==> src/rtl/dht11_ascii_framer.sv <==
// dht11_ascii_framer: captures a completed 32-bit DHT11 measurement, converts each byte to
// three decimal digits (serial double-dabble) and streams a fixed ASCII line over a
// valid/ready byte port. Optional build macro DHT_FRAMER_SEQNUM_EN prefixes each line with
// "#HH " carrying an 8-bit wrapping frame sequence number.
module dht11_ascii_framer #(
    parameter logic [7:0] H_TAG    = 8'h48,
    parameter logic [7:0] T_TAG    = 8'h54,
    parameter logic [7:0] SEP_CHAR = 8'h20
) (
    input  logic        clk_i,
    input  logic        reset_i,
    input  logic        data_valid_i,
    input  logic [31:0] sensor_data_i,
    output logic [7:0]  tx_data_o,
    output logic        tx_valid_o,
    input  logic        tx_ready_i,
    output logic        busy_o,
    output logic        frame_drop_o
);

`ifdef DHT_FRAMER_SEQNUM_EN
    localparam logic [4:0] Pre = 5'd4;
`else
    localparam logic [4:0] Pre = 5'd0;
`endif
    localparam logic [4:0] LastIdx = Pre + 5'd20;

    typedef enum logic [1:0] {StIdle, StConvert, StEmit, StDone} state_e;

    state_e            state_q;
    logic              dv_q;
    logic [31:0]       shadow_q;
    logic [31:0]       pend_word_q;
    logic              pending_q;
    logic [4:0]        cnt_q;
    logic [4:0]        idx_q;
    logic [11:0]       work_q;
    logic [3:0][11:0]  bcd_q;
`ifdef DHT_FRAMER_SEQNUM_EN
    logic [7:0]        seq_q;
`endif

    logic        trig;
    logic [11:0] adj;
    logic [11:0] work_next;
    logic [4:0]  char_idx;
    logic [4:0]  pos;
    logic [7:0]  next_char;

    function automatic logic [7:0] dig(input logic [3:0] d);
        return {4'h3, d};
    endfunction

`ifdef DHT_FRAMER_SEQNUM_EN
    function automatic logic [7:0] hex_char(input logic [3:0] n);
        return (n < 4'd10) ? (8'h30 + {4'h0, n}) : (8'h37 + {4'h0, n});
    endfunction
`endif

    // Rising edge of data_valid; dv_q resets high so a level present at reset is ignored.
    assign trig = data_valid_i & ~dv_q;

    // One double-dabble step: add 3 to every digit >= 5, then shift in the next data bit.
    always_comb begin
        adj = work_q;
        for (int k = 0; k < 3; k++) begin
            if (work_q[4*k +: 4] >= 4'd5) adj[4*k +: 4] = work_q[4*k +: 4] + 4'd3;
        end
        work_next = (adj << 1) | {11'b0, shadow_q[31]};
    end

    // Character generator for the byte that will be loaded into tx_data next.
    always_comb begin
        char_idx  = (state_q == StEmit) ? idx_q + 5'd1 : 5'd0;
        pos       = char_idx - Pre;
        next_char = 8'h00;
        unique case (pos)
            5'd0:  next_char = H_TAG;
            5'd1:  next_char = 8'h3D;
            5'd2:  next_char = dig(bcd_q[0][11:8]);
            5'd3:  next_char = dig(bcd_q[0][7:4]);
            5'd4:  next_char = dig(bcd_q[0][3:0]);
            5'd5:  next_char = 8'h2E;
            5'd6:  next_char = dig(bcd_q[1][11:8]);
            5'd7:  next_char = dig(bcd_q[1][7:4]);
            5'd8:  next_char = dig(bcd_q[1][3:0]);
            5'd9:  next_char = SEP_CHAR;
            5'd10: next_char = T_TAG;
            5'd11: next_char = 8'h3D;
            5'd12: next_char = dig(bcd_q[2][11:8]);
            5'd13: next_char = dig(bcd_q[2][7:4]);
            5'd14: next_char = dig(bcd_q[2][3:0]);
            5'd15: next_char = 8'h2E;
            5'd16: next_char = dig(bcd_q[3][11:8]);
            5'd17: next_char = dig(bcd_q[3][7:4]);
            5'd18: next_char = dig(bcd_q[3][3:0]);
            5'd19: next_char = 8'h0D;
            5'd20: next_char = 8'h0A;
            default: next_char = 8'h00;
        endcase
`ifdef DHT_FRAMER_SEQNUM_EN
        if (char_idx < Pre) begin
            unique case (char_idx[1:0])
                2'd0: next_char = 8'h23;
                2'd1: next_char = hex_char(seq_q[7:4]);
                2'd2: next_char = hex_char(seq_q[3:0]);
                2'd3: next_char = 8'h20;
                default: next_char = 8'h00;
            endcase
        end
`endif
    end

    // Frame FSM with registered outputs, pending-word buffer and drop detection.
    always_ff @(posedge clk_i) begin
        if (reset_i) begin
            state_q      <= StIdle;
            dv_q         <= 1'b1;
            shadow_q     <= '0;
            pend_word_q  <= '0;
            pending_q    <= 1'b0;
            cnt_q        <= '0;
            idx_q        <= '0;
            work_q       <= '0;
            bcd_q        <= '0;
            tx_data_o    <= '0;
            tx_valid_o   <= 1'b0;
            busy_o       <= 1'b0;
            frame_drop_o <= 1'b0;
`ifdef DHT_FRAMER_SEQNUM_EN
            seq_q        <= '0;
`endif
        end else begin
            dv_q         <= data_valid_i;
            frame_drop_o <= 1'b0;

            // DONE handles its own trigger so it can hand a pending word straight on.
            if (trig && state_q != StIdle && state_q != StDone) begin
                pend_word_q <= sensor_data_i;
                pending_q   <= 1'b1;
                if (pending_q) frame_drop_o <= 1'b1;
            end

            unique case (state_q)
                StIdle: begin
                    if (trig) begin
                        shadow_q <= sensor_data_i;
                        busy_o   <= 1'b1;
                        cnt_q    <= '0;
                        work_q   <= '0;
                        state_q  <= StConvert;
                    end
                end
                StConvert: begin
                    shadow_q <= {shadow_q[30:0], 1'b0};
                    work_q   <= work_next;
                    cnt_q    <= cnt_q + 5'd1;
                    if (cnt_q[2:0] == 3'd7) begin
                        bcd_q[cnt_q[4:3]] <= work_next;
                        work_q            <= '0;
                    end
                    if (cnt_q == 5'd31) begin
                        idx_q      <= '0;
                        tx_valid_o <= 1'b1;
                        tx_data_o  <= next_char;
                        state_q    <= StEmit;
                    end
                end
                StEmit: begin
                    if (tx_ready_i) begin
                        if (idx_q == LastIdx) begin
                            tx_valid_o <= 1'b0;
                            state_q    <= StDone;
                        end else begin
                            idx_q     <= idx_q + 5'd1;
                            tx_data_o <= next_char;
                        end
                    end
                end
                StDone: begin
`ifdef DHT_FRAMER_SEQNUM_EN
                    seq_q <= seq_q + 8'd1;
`endif
                    cnt_q  <= '0;
                    work_q <= '0;
                    if (pending_q) begin
                        shadow_q  <= pend_word_q;
                        pending_q <= trig;
                        if (trig) pend_word_q <= sensor_data_i;
                        state_q   <= StConvert;
                    end else if (trig) begin
                        shadow_q <= sensor_data_i;
                        state_q  <= StConvert;
                    end else begin
                        busy_o  <= 1'b0;
                        state_q <= StIdle;
                    end
                end
                default: state_q <= StIdle;
            endcase
        end
    end

endmodule
==> config.mk <==
export PLATFORM = sky130hd
export DESIGN_NAME = dht11_ascii_framer
export DESIGN_NICKNAME = d
export VERILOG_FILES = /design/src/rtl/dht11_ascii_framer.sv
export SDC_FILE = /design/constraint.sdc
export NUM_CORES = 1
export LEC_CHECK = 0
export CORE_ASPECT_RATIO = 1.5
export CORE_MARGIN = 2
export CORE_UTILIZATION = 57
export DETAILED_ROUTE_END_ITERATION = 10
export PLACE_DENSITY = 0.87
export SLEW_MARGIN = 20
export SYNTH_ARGS = -nofsm -noshare
export SYNTH_HDL_FRONTEND = slang
export SYNTH_SLANG_ARGS = --single-unit
==> constraint.sdc <==
create_clock -name clk_i -period 3.8 [get_ports clk_i]
set_clock_uncertainty 0.1 [all_clocks]
set_input_delay 1.14 -clock clk_i [delete_from_list [all_inputs] [get_ports clk_i]]
set_output_delay 1.14 -clock clk_i [all_outputs]
set_load 0.02 [all_outputs]
; Word level (Yosys, flattened, before mapping)
; Cells that the tools add are included.
[totals]
reg_bits = 149
in_bits = 36
elab_cells = 129
out_inout_bits = 11
[op_classes]
bitwise_logic = 4
add_sub_neg = 5
eq_ne = 34
mux = 47
n_lt_le_gt_ge = 5
reduce_logical = 18
[op_table]
columns = op, count
row1 = 32-bit 2-to-1 mux, 6
row2 = 7-bit one-hot mux with 19 select lines, 1
row3 = 32-bit one-hot mux with 3 select lines, 1
row4 = 48-bit bitwise mux, 1
row5 = "5-bit by 4-bit equality test with 1-bit output, second input constant", 8
row6 = 12-bit 2-to-1 mux, 3
row7 = 12-bit one-hot mux with 3 select lines, 1
row8 = "5-bit equality test, second input constant", 7
row9 = 5-bit 2-to-1 mux, 5
row10 = 12-bit demux with 2-bit select, 1
row11 = 8-bit 2-to-1 mux, 3
row12 = "5-bit by 3-bit equality test with 1-bit output, second input constant", 4
row13 = 8-bit one-hot mux with 2 select lines, 1
row14 = 4-bit AND reduction, 4
row15 = 5-bit one-hot mux with 3 select lines, 1
row16 = "2-bit inequality test, second input constant", 7
row17 = "4-bit by 3-bit greater-or-equal comparator with 1-bit output, second input constant", 3
row18 = 1-bit 2-to-1 mux, 12
row19 = 12-bit by 1-bit bitwise OR with 12-bit output, 1
row20 = "5-bit by 1-bit adder with 5-bit output, second input constant", 2
row21 = "5-bit by 2-bit equality test with 1-bit output, second input constant", 2
row22 = 5-bit one-hot mux with 2 select lines, 1
row23 = "4-bit by 2-bit adder with 4-bit output, second input constant", 2
row24 = 2-bit 2-to-1 mux, 4
row25 = 21 further kinds, 32

; Depth between registers and ports, before layout
; Gate-level depths: netlist (run 1).
[depth]
depth_word = 8
depth_mapped = 12
mapped_depth_nobuf = 9

; Worst setup path before layout (run 1)
; No wires, ideal clock.
[synth_timing]
kind = reg2reg
from = register idx_q[0]
to = register tx_data_o[0]
setup_time_ps = 142
path_slack_ps = 912
n_path_buf = 2
synth_period_minus_slack_ps = 2888
stages_incl_launch_ff = 12
t_arrival_ps = 2646
required_time_ps = 3558
path_cell_list = dfxtp_1 > buf_2 > inv_1 > ha_1 > buf_2 > nand2b_1 > nand2_1 > and3_1 > a211o_1 > a31o_1 > o41ai_4 > a221oi_2
[synth_via]
elab_chain_len = 8
word_cells_on_any_way = 33
cone_classes = 1 x add/sub / 22 x eq/ne / 6 x mux / 4 x reduce/logical
[synth_rtl]
columns = item, line
row1 = "start, declared", 36  ; logic [4:0] idx_q;
row2 = "start signal, assigned", 175  ; idx_q <= idx_q + 5'd1;
row3 = 5-bit by 1-bit adder with 5-bit output, 74  ; char_idx = (state_q == StEmit) ? idx_q + 5'd1 : 5'd0;
row4 = 5-bit 2-to-1 mux, 74
row5 = "5-bit by 4-bit equality test with 1-bit output, or another cell as far along", 77  ; unique case (pos)
row6 = 2-bit OR reduction (no line), --
row7 = 7-bit one-hot mux with 19 select lines, 77
row8 = 8-bit 2-to-1 mux, 171  ; if (idx_q == LastIdx) begin
row9 = 8-bit 2-to-1 mux, 170  ; if (tx_ready_i) begin
row10 = 8-bit one-hot mux with 2 select lines, 144  ; unique case (state_q)
row11 = "end signal, assigned", 165  ; tx_data_o <= next_char;
row12 = "end signal, assigned", 176  ; tx_data_o <= next_char;
row13 = "end, declared", 14  ; output logic [7:0] tx_data_o,
; Parallel ways exist; a longest one is shown, timed or not. The select of a mux whose other input is x is not followed.
; A chain may end at the register's enable or synchronous reset.

; Worst setup path after layout (run 1)
[layout_timing]
from = register idx_q[1]
to = register tx_data_o[0]
; The elaborated chain is that of the path after synthesis.

==> run_results.csv, run 1 <==
group,metric,value,unit
outcome,status,"completed",
setup_path,crit_path_start_kind,"flip-flop",
min_path,holdPathStages,2,
pwr,cellLeakagePower,2.85,nW
timing,final-setup-viol-count,0,
synth,synth_top_family_by_area,"compound AO/OA/AOI/OAI gates",
pwr,worst_ir_drop_vdd,401,uV
cts,root_buffer,"clkbuf_16",
pwr,powerDensity,505,mW/mm^2
setup_path,cp-end-kind,"flip-flop",
finish,final_nets,972,
cts,clk-insertion-delay-late,0.42,ns
setup_path,critPathMaxFanout,9,
floorplanning,io_pins,47,
synth,synth-edff-count,0,
floorplanning,start_util,58.3,%
synth,yosys.area.top_type_share,42.3,%
cts,cts_buffers,17,
timing,setup_slack,0.717,ns
grt,grt_max_degree,91,
synth,synth_flop_cell,"dfxtp_1",
floorplanning,std_cell_rows,49,
grt,grt_usage,29.8,%
synth,synth_xor_area_share,0.751,%
timing,maxSlewViolCount,0,
synth,synth-simple-area-share,22.4,%
setup_path,crit_required,3.97,ns
synth,synth_area_leaders,"dfxtp_1, a21oi_1, nand2_1",
route,final_antenna_net_count,0,
setup_path,arrival,3.26,ns
timing,rsz0062_at_grt,"no",
cts,cts.sinks,148,
finish,finalNonFillerCells,1087,
synth,synthArstFlopShare,0,%
timing,worst_pin_slew,1.04,ns
floorplanning,core,0.0120,sq mm
synth,ys_seq_area_share,42.3,%
synth,synth_area_per_cell,7.78,sq um
synth,yosysWarnings,0,
grt,antenna_found_initial,0,
setup_path,worstSetupPathType,"reg -> reg",
timing,fin_crit,3.08,ns
synth,synth_seq_cells,148,
synth,synth_fp_nets,951,
placed_design,portBuffers,45,
route,drt_pre_antenna_iters,6,
synth,synth_most_common_cell,"nand2_1",
placed_design,post-place-ws,0.613,ns
min_path,hp-class,"reg -> reg",
finish,n_antenna_cell,0,
floorplanning,die-area,0.0132,sq mm
synth,synth_compound_area_share,26.0,%
synth,synth_top_cell_by_area,"dfxtp_1",
timing,clock.fmax,324,MHz
route,post_drt_wl_per_cell,17.3,um
route,totalWireLength,18900,um
synth,synth_fa_ha_area_share,2.68,%
grt,grt_pass1_vias,6563,
cts,cts_hold_buf,0,
setup_path,reg2regPathDepth,8,
grt,grt_pass1_wl,31100,um
synth,synth_common_cells,"nand2_1, dfxtp_1, nor2_1",
timing,slew_headroom,30.6,%
synth,synth_mux_area_share,1.18,%
cts,clk_pin_slew,0.06,ns
finish,fill_cells,961,
route,drt-vias-per-instance,6.29,
synth,synth_cell_types,61,
cts,cts_tree,"done",
route,vias,6835,
flow_run,timing.max_cap.violations,0,
timing,hold_viol_final,0,
cts,postCtsSetupRepairBufs,0,
route,drc_errors,0,
timing,finalSetupTns,0,ns
route,dr.first_iter.drc_count,624,
cts,ctsLongestPathBuffers,2,
timing,period_share,81.1,%
placed_design,numPlacedInstances,1055,
finish,final_layout_size_suffix_gt1_share,7.82,%
finish,area_growth,16.5,%
synth,syn_area,0.00700,sq mm
floorplanning,die_h,140,um
grt,overflow,0,
synth,syn_inst,900,
placed_design,dp_hpwl,12200,um
cts,cts.repair.resized,0,
floorplanning,die_w,94.5,um
cts,ctsHtreeMaxLevel,4,
placed_design,gp_congestion,0.959,
## where the power goes
group          switching (mW)  total (mW)  leakage [nW]  internal [mW]
logic                   0.559       0.850          1.39          0.291
clock network           0.658        1.59         0.268          0.933
registers              0.0516        1.68          1.20           1.63
## worst paths after layout
path         slack [ns]                         to                      start
max                0.72  tx_data_o[0]$_SDFFE_PP0P_      idx_q[1]$_SDFFE_PP0P_
min                0.35  tx_data_o[4]$_SDFFE_PP0P_  tx_data_o[4]$_SDFFE_PP0P_
max reg2reg        0.72  tx_data_o[0]$_SDFFE_PP0P_      idx_q[1]$_SDFFE_PP0P_
min reg2reg        0.35  tx_data_o[4]$_SDFFE_PP0P_  tx_data_o[4]$_SDFFE_PP0P_
## layout make-up
class | instances | area [sq um] | area share [%]
tap | 153 | 191 | 2.35
multi-input combinational | 670 | 3730 | 45.8
inverter | 16 | 60.1 | 0.737
sequential | 148 | 2960 | 36.3
timing repair buffer | 68 | 646 | 7.92
clock buffer | 20 | 457 | 5.60
clock inverter | 12 | 106 | 1.30
## per-stage QoR
step | power (mW) | utilization [%] | hold slack (ns) | instance area, sq um
after floorplan | 2.25 | - | 0.332 | 7000
after global placement | 2.53 | 63.2 | 0.334 | 7590
final | 4.12 | 67.9 | 0.353 | 8150
after global routing | 4.29 | 67.9 | 0.368 | 8150
after CTS | 4.12 | 67.9 | 0.355 | 8150
after detailed placement | 2.54 | 63.2 | 0.343 | 7590
## routing by layer
layer / wire [um] / track usage [%]
met1: 7010 / 33.7
met2: 9490 / 50.0
met3: 1230 / 6.50
met4: 1130 / 18.6
met5: 0 / 0
## logic make-up (layout without fill, tap and decap cells)
family / after synthesis / after routing
multiplexers: 8 / 8
AO/OA/AOI/OAI: 270 / 270
buffers and inverters: 82 / 116
adder cells (fa/ha/maj): 15 / 15
flip-flops: 148 / 148
AND/OR/NAND/NOR: 370 / 370
other: 1 / 1
XOR/XNOR: 6 / 6
## placed cells by master, fill, tap and decap left out, drive strengths merged, types with 10 or more instances in the layout
cell / synthesis / routed
nor3: 14 / 14
a22oi: 17 / 17
a211oi: 25 / 25
nor2: 130 / 130
ha: 15 / 15
nand2b: 12 / 12
inv: 15 / 16
a21oi: 130 / 130
dfxtp: 148 / 148
a222oi: 32 / 32
nand3: 10 / 10
clkdlybuf4s50: 0 / 44
clkbuf: 54 / 20
nand2: 162 / 162
buf: 12 / 24
o21ai: 18 / 18
## critical path: stages, from the launching register on
cell      delay [ns]
dfxtp_1         0.48
ha_1            0.39
nand4_1         0.25
and3_1          0.33
and3_1          0.19
a211o_1         0.28
a31o_1          0.23
o41ai_4         0.54
a221oi_2        0.13
(Power assumes the default switching activity.)
==> inputs of run 2 (changes only) <==
CORE_UTILIZATION = 53   (was 57)
PLACE_DENSITY = 0.86   (was 0.87)
clock period = 2.7 ns   (was 3.8 ns; I/O delays follow)
==> run 2 against run 1 <==
Net effect: routed wire length grew 3.7%; global-route usage shrank 2.2 points; critical endpoint is now tx_data_o[2]$_SDFFE_PP0P_; clock power grew 61%; final cell count grew 3.9%; clock-buffer cell count shrank 2; highest routed layer unchanged; critical path depth is the same; register-to-register slack lost 0.64 ns; sequential share of layout area shrank 1.7 points; cell area grew 5.1%.
==> run_results.csv, run 2 (synthesized netlist as in run 1, its figures left out) <==
group,metric,value,unit
outcome,status,"completed",
cts,ctsHtreeMaxLevel,4,
timing,final-setup-viol-count,0,
pwr,pwr-share-seq,37.6,%
grt,grt_pass1_vias,6621,
timing,maxSlewViolCount,0,
cts,cts_buffers,17,
setup_path,worstSetupPathType,"reg -> reg",
route,drt-vias-per-instance,6.19,
placed_design,gp_congestion,1.02,
pwr,power_frac_clock,40.8,%
floorplanning,core,0.0130,sq mm
pwr,combPwrFrac,21.6,%
timing,finalSetupTns,0,ns
route,post_drt_wl_per_cell,17.3,um
floorplanning,die_w,97.8,um
route,final_antenna_net_count,0,
setup_path,critPathMaxFanout,12,
route,dr.first_iter.drc_count,787,
setup_path,r2r-end,"tx_data_o[2]$_SDFFE_PP0P_",
cts,cts.sinks,148,
pwr,sw_frac_of_total,29.8,%
timing,fin_crit,2.62,ns
grt,overflow,0,
cts,root_buffer,"clkbuf_16",
finish,finalNonFillerCells,1129,
min_path,holdPathStages,2,
timing,worst_pin_slew,0.718,ns
floorplanning,io_pins,47,
setup_path,crit_path_start_kind,"flip-flop",
grt,met2_usage,49.4,%
finish,final_nets,1008,
placed_design,dp_hpwl,12800,um
cts,ctsLongestPathBuffers,2,
pwr,worst_ir_drop_vdd,473,uV
placed_design,numPlacedInstances,1097,
timing,slew_headroom,50.7,%
floorplanning,die-area,0.0142,sq mm
finish,final_layout_size_suffix_gt1_share,11.8,%
pwr,power_switching,1.87,mW
grt,grt_usage,27.6,%
floorplanning,die_h,145,um
pwr,cellLeakagePower,3.09,nW
grt,grt_max_degree,62,
timing,hold_viol_final,0,
grt,use_met3,5.28,%
route,drt_pre_antenna_iters,6,
grt,busiest_layer,"met2",
finish,area_growth,22.4,%
grt,grt_use_met1,30.5,%
setup_path,arrival,2.81,ns
timing,rsz0062_at_grt,"no",
cts,clk-insertion-delay-late,0.42,ns
pwr,power,6.27,mW
pwr,powerDensity,731,mW/mm^2
pwr,p_int,4.40,mW
min_path,hold_path_startpoint,"tx_data_o[4]$_SDFFE_PP0P_",
min_path,hold_end,"tx_data_o[4]$_SDFFE_PP0P_",
route,vias,6984,
floorplanning,start_util,54.1,%
cts,clk_pin_slew,0.06,ns
setup_path,reg2regPathDepth,8,
setup_path,r2r_start,"idx_q[1]$_SDFFE_PP0P_",
route,totalWireLength,19600,um
finish,layout_common_cells,"nand2_1, dfxtp_1, a21oi_1, nor2_1, buf_4",
finish,layout_commonest_cell,"nand2_1",
grt,grt_pass1_wl,31700,um
setup_path,crit_required,2.89,ns
timing,period_share,97.0,%
flow_run,timing.max_cap.violations,0,
route,drc_errors,0,
timing,clock.fmax,382,MHz
grt,antenna_found_initial,0,
cts,cts_tree,"done",
min_path,hp-class,"reg -> reg",
setup_path,r2r_slack,0.08,ns
placed_design,portBuffers,45,
setup_path,cp-end-kind,"flip-flop",
finish,n_antenna_cell,0,
floorplanning,std_cell_rows,51,
-- run 2: changes by cell type in the layout (fill, tap and decap cells not counted), sizes merged --
cell and delta:
clkinv -1, buf +36, clkinvlp -3, inv +3, clkbuf -2, bufinv +3
-- run 2: power groups by stage --
stage	clock network, mW	registers [mW]	logic, mW
after global routing	2.66	2.37	1.45
after CTS	2.56	2.36	1.33
after global placement	0	2.40	1.30
after floorplan	0	2.42	0.742
final	2.56	2.36	1.35
after detailed placement	0	2.40	1.32
-- run 2: final cells by class --
cell class | count | area [sq um]
inverter | 16 | 60.1
multi-input combinational | 670 | 3740
clock inverter | 14 | 199
timing repair buffer | 104 | 966
clock buffer | 18 | 439
sequential | 148 | 2960
tap | 159 | 199
fill | 1011 | 4380
-- run 2: worst max-delay path: stages (launching register included) --
cell and delay, ns:
dfxtp_1 0.36, ha_2 0.31, a31o_2 0.24, nand2_1 0.09, buf_4 0.17, o21ai_0 0.48
o21ai_0 0.21, nor4_1 0.42, a221oi_2 0.10
-- run 2: metal layers --
| layer | share of wire, % | up-vias | wire [um] |
|---|---|---|---|
| met5 | 0 | - | 0 |
| met4 | 4.4 | 0 | 855 |
| met3 | 6.3 | 81 | 1230 |
| met2 | 52 | 341 | 10200 |
| met1 | 37 | 3236 | 7300 |
| li1 | - | 3326 | - |
-- run 2: timing repair --
| item | CTS | global route |
|---|---|---|
| setup buffers | 0 | 0 |
| resized for setup | 0 | 3 |
| hold buffers | 0 | 0 |
| endpoints found under the setup margin | 0 | 6 |
-- run 2: worst max-delay path by stage --
| stage | start | to | slack [ns] | cells past startpoint |
|---|---|---|---|---|
| 6_report | idx_q[1]$_SDFFE_PP0P_ | tx_data_o[2]$_SDFFE_PP0P_ | 0.08 | 8 |
| 5_1_grt | idx_q[2]$_SDFFE_PP0P_ | tx_data_o[0]$_SDFFE_PP0P_ | 0.002 | 7 |
| 4_1_cts | idx_q[1]$_SDFFE_PP0P_ | tx_data_o[3]$_SDFFE_PP0P_ | 0.05 | 9 |
| 3_5_place_dp | tx_ready_i | state_q[0]$_SDFFE_PP0P_ | -0.07 | 6 |
| 3_3_place_gp | tx_ready_i | state_q[0]$_SDFFE_PP0P_ | -0.05 | 6 |
| 2_1_floorplan | idx_q[0]$_SDFFE_PP0P_ | tx_data_o[0]$_SDFFE_PP0P_ | 0.04 | 11 |
-- run 2: through the flow --
stage          utilization, %  instance area, sq um  hold slack (ns)  worst slack, ns
2_1_floorplan               -                  7010            0.332           0.0443
3_3_place_gp             61.1                  7920            0.334          -0.0506
3_5_place_dp             61.1                  7920            0.341          -0.0721
4_1_cts                  66.1                  8560            0.355           0.0502
5_1_grt                  66.2                  8570            0.374          0.00219
6_report                 66.2                  8570            0.351           0.0797
==> inputs of run 3 (changes only) <==
PLACE_DENSITY = unset   (was 0.86)
PLACE_DENSITY_LB_ADDON = 0.2   (was unset)
SLEW_MARGIN = 10   (was 20)
==> run 3 against run 2 <==
Net effect: maximum frequency shrank 1.3%; sequential power is essentially flat; routed wire length grew 2.6%; clock power shrank 4%; cell area shrank 0.44%; global-route usage grew 1.0 points; first-iteration DRC count shrank 33%; critical endpoint unchanged; largest cell class unchanged.
==> run_results.csv, run 3 (synthesized netlist as in run 1, its figures left out) <==
group,metric,value,unit
cts,ctsLongestPathBuffers,2,
placed_design,dp_hpwl,13800,um
finish,final_layout_size_suffix_gt1_share,12.0,%
grt,use_met3,4.08,%
route,totalWireLength,20100,um
pwr,worst_ir_drop_vdd,490,uV
timing,fin_hold_ws,0.354,ns
floorplanning,core,0.0130,sq mm
grt,grt_use_met1,31.6,%
cts,cts.sinks,148,
pwr,combPwrFrac,21.7,%
timing,period_share,98.3,%
timing,slew_headroom,47.7,%
setup_path,r2r-end,"tx_data_o[2]$_SDFFE_PP0P_",
cts,cts_tree,"done",
setup_path,reg2regPathDepth,9,
finish,layout_common_cells,"nand2_1, dfxtp_1, a21oi_1, nor2_1, buf_4",
flow_run,timing.max_cap.violations,0,
route,final_antenna_net_count,0,
route,vias,6840,
finish,area_growth,21.9,%
timing,maxSlewViolCount,0,
setup_path,crit_path_start_kind,"flip-flop",
timing,hold_viol_final,0,
route,drt_pre_antenna_iters,6,
min_path,hp-class,"reg -> reg",
timing,worst_pin_slew,0.784,ns
grt,overflow,0,
finish,seqCellArea,0.00296,sq mm
setup_path,worstSetupPathType,"reg -> reg",
setup_path,arrival,2.89,ns
timing,fin_crit,2.65,ns
outcome,status,"completed",
grt,grt_pass1_vias,6812,
finish,n_antenna_cell,0,
grt,grt_max_degree,58,
min_path,holdPathStages,2,
cts,clk_pin_slew,0.07,ns
route,dr.first_iter.drc_count,530,
route,post_drt_wl_per_cell,17.8,um
timing,clock.fmax,377,MHz
floorplanning,std_cell_rows,51,
setup_path,r2r_start,"idx_q[0]$_SDFFE_PP0P_",
finish,final_nets,1009,
setup_path,crit_required,2.93,ns
setup_path,r2r_slack,0.05,ns
pwr,sw_frac_of_total,31.7,%
timing,rsz0062_at_grt,"yes",
cts,root_buffer,"clkbuf_16",
finish,multi_input_area,0.00376,sq mm
grt,antenna_found_initial,0,
floorplanning,die_w,97.8,um
floorplanning,die-area,0.0142,sq mm
pwr,power_switching,1.95,mW
route,drt-vias-per-instance,6.05,
setup_path,critPathMaxFanout,15,
floorplanning,start_util,54.1,%
grt,grt_usage,28.6,%
pwr,powerDensity,721,mW/mm^2
floorplanning,die_h,145,um
timing,final-setup-viol-count,0,
cts,clk-insertion-delay-late,0.42,ns
pwr,pwr-share-seq,38.4,%
cts,ctsHtreeMaxLevel,4,
grt,busiest_layer,"met2",
pwr,p_int,4.20,mW
finish,fill_cells,1124,
route,drc_errors,0,
placed_design,gp_congestion,1.00,
pwr,power,6.15,mW
cts,cts_buffers,17,
pwr,cellLeakagePower,3.06,nW
pwr,power_frac_clock,39.8,%
finish,layout_commonest_cell,"nand2_1",
grt,met2_usage,52.5,%
floorplanning,io_pins,47,
setup_path,cp-end-kind,"flip-flop",
cts,cts_hold_buf,0,
placed_design,portBuffers,45,
grt,grt_pass1_wl,32700,um
==> run 3: changes by cell type in the layout (fill, tap and decap cells not counted), moves of 2 or more <==
cell,delta
clkinv_4,-3
inv_6,+4
bufinv_16,-2
inv_8,+3
buf_12,-2
buf_4,+3
clkinv_2,-2
==> run 3: repair_timing <==
action	CTS	global route
endpoints found under the setup margin	0	7
resized for setup	0	6
endpoints found under the hold margin	0	0
setup buffers	0	0
==> run 3: how the worst max path moves through the flow <==
stage	from	endpoint	slack (ns)	cells past startpoint
after floorplan	idx_q[0]$_SDFFE_PP0P_	tx_data_o[0]$_SDFFE_PP0P_	0.04	11
after global placement	data_valid_i	work_q[9]$_SDFFE_PP0P_	0.004	7
after detailed placement	tx_ready_i	tx_data_o[2]$_SDFFE_PP0P_	-0.06	6
after CTS	idx_q[1]$_SDFFE_PP0P_	tx_data_o[0]$_SDFFE_PP0P_	0.01	9
after global routing	idx_q[1]$_SDFFE_PP0P_	tx_data_o[4]$_SDFFE_PP0P_	-0.02	10
final	idx_q[0]$_SDFFE_PP0P_	tx_data_o[2]$_SDFFE_PP0P_	0.05	9
==> run 3: critical path, cell delays in order, from the launching register on <==
cell	delay, ns
dfxtp_2	0.33
buf_4	0.20
and3b_1	0.24
or3_1	0.40
and2_1	0.22
o32ai_1	0.32
or3_1	0.24
o41ai_4	0.09
buf_4	0.17
a221oi_2	0.25
==> run 3: metal layers <==
metal | part of all wire (%) | up-vias
met4 | 4.1 | 0
li1 | - | 3327
met2 | 53 | 240
met5 | 0 | -
met3 | 4.6 | 58
met1 | 38 | 3215
==> run 3: power groups by stage <==
stage	Clock (mW)	Sequential, mW	Combinational [mW]
global route	2.56	2.37	1.46
floorplan	0	2.42	0.742
finish	2.45	2.36	1.34
detailed placement	0	2.41	1.32
CTS	2.47	2.36	1.33
global placement	0	2.40	1.29
==> run 3: area by class of cell <==
cell class	count	area share, %
Inverter	16	0.704
Tap cell	159	2.33
Clock buffer	17	4.99
Multi-Input combinational cell	670	44.0
Sequential cell	148	34.7
Timing Repair Buffer	105	11.1
Clock inverter	15	2.10
==> run 3: metrics by stage <==
step	util (%)	worst slack, ns	setup TNS [ns]	std cells	cell area [sq um]
2_1_floorplan	-	0.0443	0	900	7010
3_3_place_gp	61.0	0.00396	0	1098	7900
3_5_place_dp	61.0	-0.0575	-0.139	1098	7900
4_1_cts	65.7	0.0135	0	1130	8510
5_1_grt	65.9	-0.0184	-0.0184	1130	8530
6_report	65.9	0.0456	0	1130	8530
==> RTL edit 1, RTL diff (flow settings as in run 3) <==
Compare `idx_q` against `LastIdx` with >= in place of ==.
--- a/src/rtl/dht11_ascii_framer.sv
+++ b/src/rtl/dht11_ascii_framer.sv
@@ -170,3 +170,3 @@
                     if (tx_ready_i) begin
-                        if (idx_q == LastIdx) begin
+                        if (idx_q >= LastIdx) begin
                             tx_valid_o <= 1'b0;
Check against the original RTL: same outputs for any inputs over 10 cycles, from zero or initial values and one cycle with reset_i high; that may be too few to reach the edited logic, so the function may still have changed.
==> RTL edit 1 against run 3 <==
Total power up 0.97%. Setup slack better by 0.087 ns. Global-route usage down 1.6 points. Sequential cell count unchanged. Final area up 0.73%. Clock power up 11%. Area after synthesis up 1.1%. Fmax up 3.4%. Wire length down 2.8%. Largest cell class unchanged. Die area up 1.1%.
==> RTL edit 1: results (changes against run 3) <==
- 1st-iter DRT viols: 465 (-12%)
- Top post-synthesis cells by area: dfxtp_1 42%, a21oi_1 9.5%, nand2_1 8.4%
- Antenna violations before repair: 0 (unchanged)
- WP data arrival: 2.78 ns (-0.11 ns)
- GR Util met2: 0.494 (-0.0310)
- Setup violators final: 0 (unchanged)
- Largest net degree at the start of global routing: 81 (+40%)
- GP Congestion: 0.993 (-0.68%)
- HP Class: reg2reg
- H-Tree Depth: 4 (unchanged)
- Insertion delay to the later sink of the worst-skew pair: 0.42 ns (about the same)
- Fillers: 1125 (+0.089%)
- Pre-Repair DR Iteration Count: 5 (-1)
- Net Count, Synth: 942 (-0.95%)
- Worst Tran Pin Value: 0.759 ns (-0.0253 ns)
- Peak supply drop: 0.436 mV (-11%)
- Synthesis Warnings: 0 (unchanged)
- Diodes inserted: 0 (unchanged)
- Sequential-to-total area share from yosys stat: 0.419 (-0.00456)
- Critical path's slowest cell: or4b_1
- CTS Buf Count: 17 (unchanged)
- Clock root cell: clkbuf_16
- Met3 Usage GRT: 0.0360 (-0.00480)
- MaxCap Viol Count: 0 (unchanged)
- Vias in the first global route: 6644 (-2.5%)
- CP endpoint: tx_data_o[5]
- Post-synth ARST share: 0 (unchanged)
- First-pass GRT wire length: 31800 um (-3.0%)
- I/O Buffers: 45 (unchanged)
- Clock slew at reported path FFs: 0.06 ns
- Lkg Pwr: 3.04 nW (-0.71%)
- R2r setup slk: 0.13 ns (+0.09 ns)
- Layout Nets: 985 (-2.4%)
- Worst Path Max Fanout: 7 (-8)
- Clk buf depth: 2 (unchanged)
- Layout cell share with drive strength beyond 1: 0.118 (-0.00223)
- GR Util met1: 0.309 (-0.00750)
- Status: finished, final reports clean
- Start point of the critical path: state_q[0]
- Cell Area, Placed: 7860 sq um (-0.57%)
- DR WL/cell: 17.6 um (-0.72%)
- GRT Overall Usage: 0.270 (-0.0158)
- Vias: 6805 (-0.51%)
- Worst reg2reg path depth: 8 (-1)
- Max incr delay on CP: 0.53 ns (+0.13 ns)
- Yosys cell types: 70 (+15%)
- Commonest cells in the synthesized netlist: 159 x nand2_1, 148 x dfxtp_1, 135 x a21oi_1
- DP HPWL: 13500 um (-1.8%)
RTL edit 1: worst min-delay path by stage:
| stage | endpoint | slack [ns] | start | depth (start not counted) |
|---|---|---|---|---|
| floorplan | bcd_q[38] | 0.33 | bcd_q[38] | 2 |
| global placement | bcd_q[38] | 0.34 | bcd_q[38] | 2 |
| detailed placement | flip-flop | 0.35 | flip-flop | 2 |
| CTS | flip-flop | 0.36 | flip-flop | 2 |
| global route | flip-flop | 0.37 | flip-flop | 2 |
| finish | flip-flop | 0.35 | flip-flop | 2 |
RTL edit 1: layer usage:
layer / up-vias / share of wire
li1: 3279 / -
met1: 3236 / 0.39
met2: 236 / 0.53
met3: 54 / 0.045
met4: 0 / 0.032
met5: - / 0
RTL edit 1: logic make-up after synthesis:
group | count (synthesis) | synth area share
other | 1 | 0.000530
AOI/OAI and AO/OA | 269 | 0.256
and+or+nand+nor | 363 | 0.227
buffers and inverters | 83 | 0.0514
adders and majority gates | 15 | 0.0265
xor gates and xnor gates | 8 | 0.0120
muxes | 4 | 0.00742
DFF | 148 | 0.419
RTL edit 1: metrics by stage:
step           utilization  hold WS, ns  worst slack (ns)  cells
4_1_cts              0.657        0.356            0.0284   1103
6_report             0.660        0.354             0.133   1106
3_3_place_gp         0.604        0.337            0.0301   1071
5_1_grt              0.660        0.369            0.0125   1106
3_5_place_dp         0.604        0.347           0.00223   1071
2_1_floorplan            -        0.332             0.229    891
RTL edit 1: where the power goes:
part | switching (W) | internal (W)
Combinational | 0.000732 | 0.000424
Sequential | 0.0000666 | 0.00228
Clock | 0.00101 | 0.00170
RTL edit 1: layout make-up:
type | instances | area, sq um | share of cell area
Inverter | 13 | 52.6 | 0.00611
Clock inverter | 14 | 239 | 0.0278
Sequential cell | 148 | 2960 | 0.345
Multi-Input combinational cell | 660 | 3810 | 0.443
Tap cell | 159 | 199 | 0.0231
Timing Repair Buffer | 94 | 891 | 0.104
Clock buffer | 18 | 439 | 0.0511
RTL edit 1: critical path, delay by kind of cell (launching register included):
kind	cells	cell delay (ns)
simple gates	2	0.85
compound gates	3	0.47
flops	1	0.42
buf+inv	2	0.37
fa+ha+maj	1	0.25
RTL edit 1: repair_timing:
action,in CTS,in global routing
resized for setup,2,6
endpoints found under the setup margin,1,7
pin swaps,0,3
setup buffers,0,3
gates cloned,0,0
==> RTL edit 2, RTL diff (settings of run 3) <==
Made on the original files. The option `DHT_FRAMER_SEQNUM_EN` is turned on by a define.
--- a/src/rtl/dht11_ascii_framer.sv
+++ b/src/rtl/dht11_ascii_framer.sv
@@ -4,2 +4,4 @@
 // "#HH " carrying an 8-bit wrapping frame sequence number.
+`define DHT_FRAMER_SEQNUM_EN
+
 module dht11_ascii_framer #(
Check against the original RTL: same outputs for any inputs over 10 cycles, from zero or initial values and one cycle with reset_i high; that may be too few to reach the edited logic, so the function may still have changed.
==> RTL edit 2 against run 3 <==
Final area up 13%. Fmax grew 3.8%. Non-clock buffer count is 10 higher. Setup slack better by 0.097 ns. Critical endpoint unchanged. Wire length up 9.3%. Critical path type unchanged. Area after synthesis is 16% higher. Total power rose by 1.6%. Sequential cell count grew 8.
==> RTL edit 2: results (changes against run 3) <==
- GP Congestion: 0.957 (-4.3%)
- Net Count, Synth: 1114 (+17%)
- Congestion Overflow GR: 0 (unchanged)
- Status: finished, final reports clean
- Layout Nets: 1160 (+15%)
- Critical path's slowest cell: ha_1
- Met3 WL post-DR: 766 um (-16%)
- H-Tree Depth: 4 (unchanged)
- Worst reg2reg path depth: 10 (+1)
- Setup bufs post-CTS: 0 (unchanged)
- Clk buf depth: 2 (unchanged)
- First-pass GRT wire length: 36400 um (+11%)
- Yosys cell types: 74 (+21%)
- Commonest cells in the synthesized netlist: 166 x nand2_1, 156 x dfxtp_1, 141 x a21oi_1
- GRT Overall Usage: 0.273 (-0.0128)
- Cell Area, Placed: 9060 sq um (+15%)
- Met3 Usage GRT: 0.0372 (-0.00365)
- Worst path top cell family by delay: buffers and inverters
- Lkg Pwr: 3.22 nW (+5.1%)
- Peak supply drop: 0.432 mV (-12%)
- WP data arrival: 2.76 ns (-0.13 ns)
- GR Util met1: 0.309 (-0.00701)
- Clock slew at reported path FFs: 0.07 ns (about the same)
- GR Util met2: 0.502 (-0.0225)
- Pre-Repair DR Iteration Count: 5 (-1)
- Sequential-to-total area share from yosys stat: 0.383 (-0.0401)
- Met2 WL: 11600 um (+9.2%)
- DR WL/cell: 16.6 um (-6.2%)
- Critical path type: reg2reg
- Top post-synthesis cells by area: dfxtp_1 38%, a21oi_1 8.7%, nand2_1 7.6%
- Insertion delay to the later sink of the worst-skew pair: 0.44 ns (+0.02 ns)
- DP HPWL: 15100 um (+9.8%)
- Post-synth top area share: 0.383 (-0.0401)
- Max incr delay on CP: 0.43 ns (+0.03 ns)
- Worst Path Max Fanout: 8 (-7)
- R2r setup slk: 0.14 ns (+0.10 ns)
- Vias: 7835 (+15%)
- I/O Buffers: 45 (unchanged)
- Normalized max-slew margin: 0.514 (+0.0371)
- Largest net degree at the start of global routing: 71 (+22%)
- Vias in the first global route: 7493 (+10%)
- WL met1: 8790 um (+14%)
- Layout cell share with drive strength beyond 1: 0.117 (-0.00332)
- 1st-iter DRT viols: 419 (-21%)
- Antenna violations before repair: 0 (unchanged)
## RTL edit 2: changes by cell type after synthesis, moves of 13 or more
cell | run 3 | this run
a222oi_1 | 32 | 0
a22oi_1 | 17 | 38
a311oi_1 | 2 | 30
buf_2 | 6 | 19
nand3_1 | 10 | 29
o21ai_0 | 17 | 43
## RTL edit 2: metrics by stage
stage               instances  hold slack, ns  worst slack (ns)  power [W]   util
detailed placement       1285           0.345            0.0692    0.00394  0.601
finish                   1317           0.351             0.142    0.00625  0.639
global route             1317           0.372            0.0299    0.00652  0.639
global placement         1285           0.340             0.138    0.00392  0.601
floorplan                1059           0.332             0.188    0.00342      -
CTS                      1317           0.353             0.133    0.00627  0.639
## RTL edit 2: cells by family after synthesis
family	Yosys count	share of synthesized area
AOI/OAI and AO/OA	339	0.265
xor gates and xnor gates	19	0.0246
adders and majority gates	19	0.0292
buffers and inverters	111	0.0595
DFF	156	0.383
muxes	15	0.0187
other	1	0.000460
and+or+nand+nor	399	0.219
## RTL edit 2: worst min path at each step
stage / from / end / depth (start not counted)
after floorplan: bcd_q[13] / bcd_q[13] / 2
after global placement: bcd_q[13] / bcd_q[13] / 2
after detailed placement: bcd_q[13] / bcd_q[13] / 2
after CTS: bcd_q[13] / bcd_q[13] / 2
after global routing: flip-flop / flip-flop / 2
final: bcd_q[13] / bcd_q[13] / 2
## RTL edit 2: cell type report
class	count	area [sq um]
fillers	1339	5430
multi-input cells	792	4560
flip-flops and latches	156	3120
repair buffers	115	1050
clock buffers	19	453
well taps	199	249
clock inverters	13	121
inverters	23	86.3
## RTL edit 2: where the power goes
part / internal (W) / switching [W] / total, W
sequential: 0.00245 / 0.0000969 / 0.00254
clock: 0.00127 / 0.00108 / 0.00235
combinational: 0.000537 / 0.000819 / 0.00136
